===== config.mk =====
export PLATFORM = sky130hd
export DESIGN_NAME = settle_counter
export DESIGN_NICKNAME = d
export VERILOG_FILES = /design/src/rtl/settle_counter.sv
export SDC_FILE = /design/constraint.sdc
export NUM_CORES = 1
export LEC_CHECK = 0
export ABC_AREA = 1
export BUFFER_PORTS_ARGS = -buffer_cell sky130_fd_sc_hd__buf_2
export CAP_MARGIN = 5
export CORE_AREA = 2 2 39 41
export DETAILED_ROUTE_END_ITERATION = 8
export DIE_AREA = 0 0 41 43
export PLACE_DENSITY_LB_ADDON = 0.12
export SLEW_MARGIN = 20
export SYNTH_ARGS = -nofsm -noshare
export SYNTH_HDL_FRONTEND = slang
export SYNTH_SLANG_ARGS = --single-unit

===== constraint.sdc =====
create_clock -name clk -period 1.7 [get_ports clk]
set_clock_uncertainty 0.05 [all_clocks]
set_input_delay 0.255 -clock clk [delete_from_list [all_inputs] [get_ports clk]]
set_output_delay 0.255 -clock clk [all_outputs]
set_load 0.02 [all_outputs]

===== src/rtl/settle_counter.sv =====
// Loadable down-counter; last is high while the count sits at 1.
module settle_counter #(
  parameter int W = 8
) (
  input  logic         clk,
  input  logic         rst_n,
  input  logic         load,
  input  logic         en,
  input  logic [W-1:0] load_value,
  output logic         last
);

  logic [W-1:0] count_reg;

  always_ff @(posedge clk or negedge rst_n) begin
    if (!rst_n) begin
      count_reg <= '0;
    end else if (load) begin
      count_reg <= load_value;
    end else if (en && count_reg != '0) begin
      count_reg <= count_reg - 1'b1;
    end
  end

  assign last = (count_reg == W'(1));

endmodule


# Yosys cells after proc, flatten, opt, wreduce, memory -nomap -nowiden
# Cells that the tools add are included.
[op_classes]
n_addsub = 1
n_eq_ne = 1
muxes = 2
n_reduce_logical = 3
[op_table]
columns = ["op", "count"]
rows = [
  ["$mux 8", 2],
  ["$eq 8x1->1 const B", 1],
  ["$reduce_bool 8->1", 1],
  ["$sub 8x1->8 const B", 1],
  ["$reduce_bool 2->1", 1],
  ["$logic_and 1x1->1", 1],
]
[totals]
ff_bits = 8
input_bits = 12
output_inout_bits = 1
wordCells = 8

# Longest topological paths before layout
[logic_depth]
word_depth = 4
mapped_depth = 8
ltp_nobuf = 8

# Worst setup path after synthesis
# OpenSTA, ideal clock, no wires.
[synth_timing]
path_type = "reg-to-reg"
start = "reg count_reg[0]"
end = "reg count_reg[0]"
setup_ns = 0.121
t_arrival_ns = 1.203
required_time_ns = 1.529
setup_slack_ns = 0.326
path_stages_with_launch = 8
path_buffers = 0
synth_period_minus_slack_ns = 1.374
cell_sequence = "dfrtp_1 -> inv_1 -> ha_1 -> nand2_4 -> o21ai_4 -> nand2_4 -> nand2_1 -> o21ai_2"
[synth_between]
elab_chain_cells = 3
elab_cells_between_ends = 6
cone_classes = "add/sub (1); mux (2); reduce/logical (3)"
[synth_lines]
columns = ["element", "line_no", "text"]
rows = [
  ["start: declaration", "13", "logic [W-1:0] count_reg;"],
  ["start signal: assignment", "19", "count_reg <= load_value;"],
  ["start signal: assignment", "21", "count_reg <= count_reg - 1'b1;"],
  ["$sub 8x1->8 / $reduce_bool 8->1 (equally long branches)", "21, 20", ""],
  ["$mux 8 / $logic_and 1x1->1 (equally long branches)", "20", "end else if (en && count_reg != '0) begin"],
  ["$mux 8 / $reduce_bool 2->1 (equally long branches)", "--", ""],
]
# Parallel ways exist; a longest one is shown, timed or not. The select of a mux whose other input is x is not followed.
# A chain may end at the register's enable or synchronous reset.

# Worst setup path in the final report
[layout_timing]
start = "reg count_reg[3]"
end = "out last"
[layout_between]
elab_chain_cells = 1
[layout_lines]
columns = ["element", "line_no", "text"]
rows = [
  ["$eq 8x1->1", "25", "assign last = (count_reg == W'(1));"],
  ["end: declaration", "10", "output logic last"],
]
# No other way between the ends.

==> qor.txt <==
Layout area overhead: 15.8%
Core Area: 1380 sq um
Fmax: 646 MHz
RSZ-0062 raised after global routing: false
DR pass1 iterations: 4
First-pass GRT wire length: 2310 um
Standard-cell rows: 14
Die height: 43 um
WP data required: 1.39 ns
Total Routed Length: 1400 um
LEAKAGE: 0.396 nW
Nets: 122
Post-CTS Setup Inserts: 0
Startpoint Class: flip-flop
ANT cells: 0
Fill cells: 140
Netlist cell types: 17
Ys Warns: 0
VDD IR max: 0.000554 V
Relative slew slack: 73.7%
PD cells: 886 nW/um^2
Initial antenna violation count: 0
Slew at the pin with the worst max-slew slack: 0.391 ns
I/O pin count: 13
Post-DRT Antenna Nets: 0
Hold buffers post-CTS: 1
Final setup fails: 0
Mapped Avg Cell Area: 7.03 sq um
Min-delay worst type: primary input to flip-flop
Dpl hpwl: 1050 um
Min Tclk post-route: 1.55 ns
DP Area: 701 sq um
Number of flip-flops under the largest register name: 8
H-tree levels: 1
Register bit count reported by yosys: 8
Max_cap viols: 0
GRT Overall Usage: 20.2%
Post_cts resized: 0
Vias in the first global route: 530
Vias post-DR: 602
Slew Limit Fails: 0
Worst-Skew Late Latency: 0.27 ns
Crit path buf inv count: 1
Clock tree from TritonCTS: done
Worst-path fanout max: 6
Cts bufs inserted: 3
Status: finished, final reports clean
1st-iter DRT viols: 17
Class of the most critical setup path: flip-flop to output port
Initial Util: 45.8%
Post-Synth XOR/XNOR Area: 1.38%
CP Cell Sequence: nor2_4, nand2_1, nor2_1, buf_2
CP peak stage delay: 0.43 ns
Design area: 733 sq um
Buffers on Ports: 12
CTS max path bufs: 2
Number of remaining DRC errors: 0
Simple-gate share of the synthesized area: 42.5%
Worst-path clk slew: 0.07 ns
Placer congestion estimate: 0.778
Vias per cell: 4.98
Die ar.: 1760 sq um
Cells after Synth: 90
Worst path slowest cell: dfrtp_1
Layout cell share with drive strength beyond 1: 22.9%
Sequential-to-total area share from yosys stat: 31.6%
Net Count, Synth: 105
TritonCTS Sinks: 8
Proportion of synthesized area in mux cells: 0%
Die width: 41 um
Drt wl/cell: 11.5 um
Final Hold Fails: 0
CP Data Arrival Time: 1.24 ns
GRT overflow: 0
Root buffer cell: clkbuf_4
Setup TNS: 0 ns
Synth Area in Compound Gates: 11.3%
Pin count of the biggest net entering global routing: 14
CP endpoint kind: output port
Main combinational cell family by area after synthesis: simple AND/OR/NAND/NOR gates
Synth Cell Area: 633 sq um
Tcrit/Tclk final: 91.1%
Adder-cell share of the synthesized area: 5.93%
Top Family by Delay on Critical Path: flip-flops
-- metrics by stage --
| step | worst slack [ns] | hold WS, ns | utilization [%] | std cells | power (W) |
|---|---|---|---|---|---|
| 4_1_cts | 0.146 | 0.153 | 53.0 | 121 | 0.000657 |
| 3_5_place_dp | 0.224 | 0.0681 | 50.6 | 117 | 0.000491 |
| 3_3_place_gp | 0.248 | 0.0671 | 50.6 | 117 | 0.000487 |
| 5_1_grt | 0.0704 | 0.168 | 53.0 | 121 | 0.000702 |
| 6_report | 0.151 | 0.151 | 53.0 | 121 | 0.000650 |
| 2_1_floorplan | 0.326 | -0.0906 | - | 90 | 0.000433 |
-- routing by layer --
| metal | global-route usage [%] | up-vias | share of wire [%] |
|---|---|---|---|
| met4 | 12.0 | 0 | 2.7 |
| li1 | - | 318 | - |
| met5 | 0 | - | 0 |
| met1 | 25.0 | 269 | 45 |
| met3 | 4.71 | 4 | 3.4 |
| met2 | 30.3 | 11 | 49 |
-- cell type report --
type | count | area (sq um) | area share (%)
Timing Repair Buffer | 13 | 70.1 | 9.56
Tap cell | 16 | 20.0 | 2.73
Sequential cell | 8 | 200 | 27.3
Multi-Input combinational cell | 72 | 387 | 52.7
Clock buffer | 3 | 22.5 | 3.07
Inverter | 9 | 33.8 | 4.61
-- Yosys cell counts (all sizes together) --
cell / n / area share (%)
dfrtp: 8 / 32
dlymetal6s2s: 1 / 2.0
ha: 3 / 5.9
inv: 9 / 5.3
nand2: 36 / 24
nand3: 12 / 9.5
nand3b: 1 / 1.2
nand4: 1 / 0.99
nor2: 8 / 6.3
nor3: 1 / 0.79
o21ai: 9 / 11
xnor2: 1 / 1.4
-- kinds of logic after synthesis --
family                   after synthesis
AO/OA/AOI/OAI                          9
XOR/XNOR                               1
adder cells (fa/ha/maj)                3
buffers and inverters                 10
flip-flops                             8
AND/OR/NAND/NOR                       59
-- worst reg2reg max path: cells and delay by family (launching register included) --
kind	cells	cell delay [ns]
flops	1	0.39
compound gates	2	0.27
simple gates	3	0.29
buf+inv	1	0.15
fa+ha+maj	1	0.22
-- cell usage in the layout (no fill, tap or decap), types with 3 or more instances in the layout --
| cell | Yosys | layout |
|---|---|---|
| ha_1 | 3 | 3 |
| nor2_1 | 6 | 6 |
| buf_2 | 0 | 12 |
| nand2_1 | 34 | 34 |
| o21ai_2 | 4 | 4 |
| dfrtp_1 | 8 | 8 |
| nand3_1 | 12 | 12 |
| o21ai_0 | 4 | 4 |
| inv_1 | 9 | 9 |
| clkbuf_4 | 0 | 3 |
-- report_power, final --
part / switching [W] / internal (W)
sequential: 0.0000347 / 0.000221
clock: 0.0000786 / 0.0000816
combinational: 0.000146 / 0.0000883
total: 0.000259 / 0.000391
-- path summary, 6_finish.rpt --
check                              start            to  slack [ns]  cells past startpoint
setup / recovery            count_reg[3]          last        0.15                      4
hold / removal             load_value[7]  count_reg[7]        0.15                      3
setup reg to reg            count_reg[0]  count_reg[4]        0.22                      7
hold reg to reg             count_reg[7]  count_reg[7]        0.54                      2
max in group asynchronous          rst_n  count_reg[2]        1.11                      2
min in group asynchronous          rst_n  count_reg[7]        0.31                      2
Note: power is estimated with default switching activity, not from simulation.
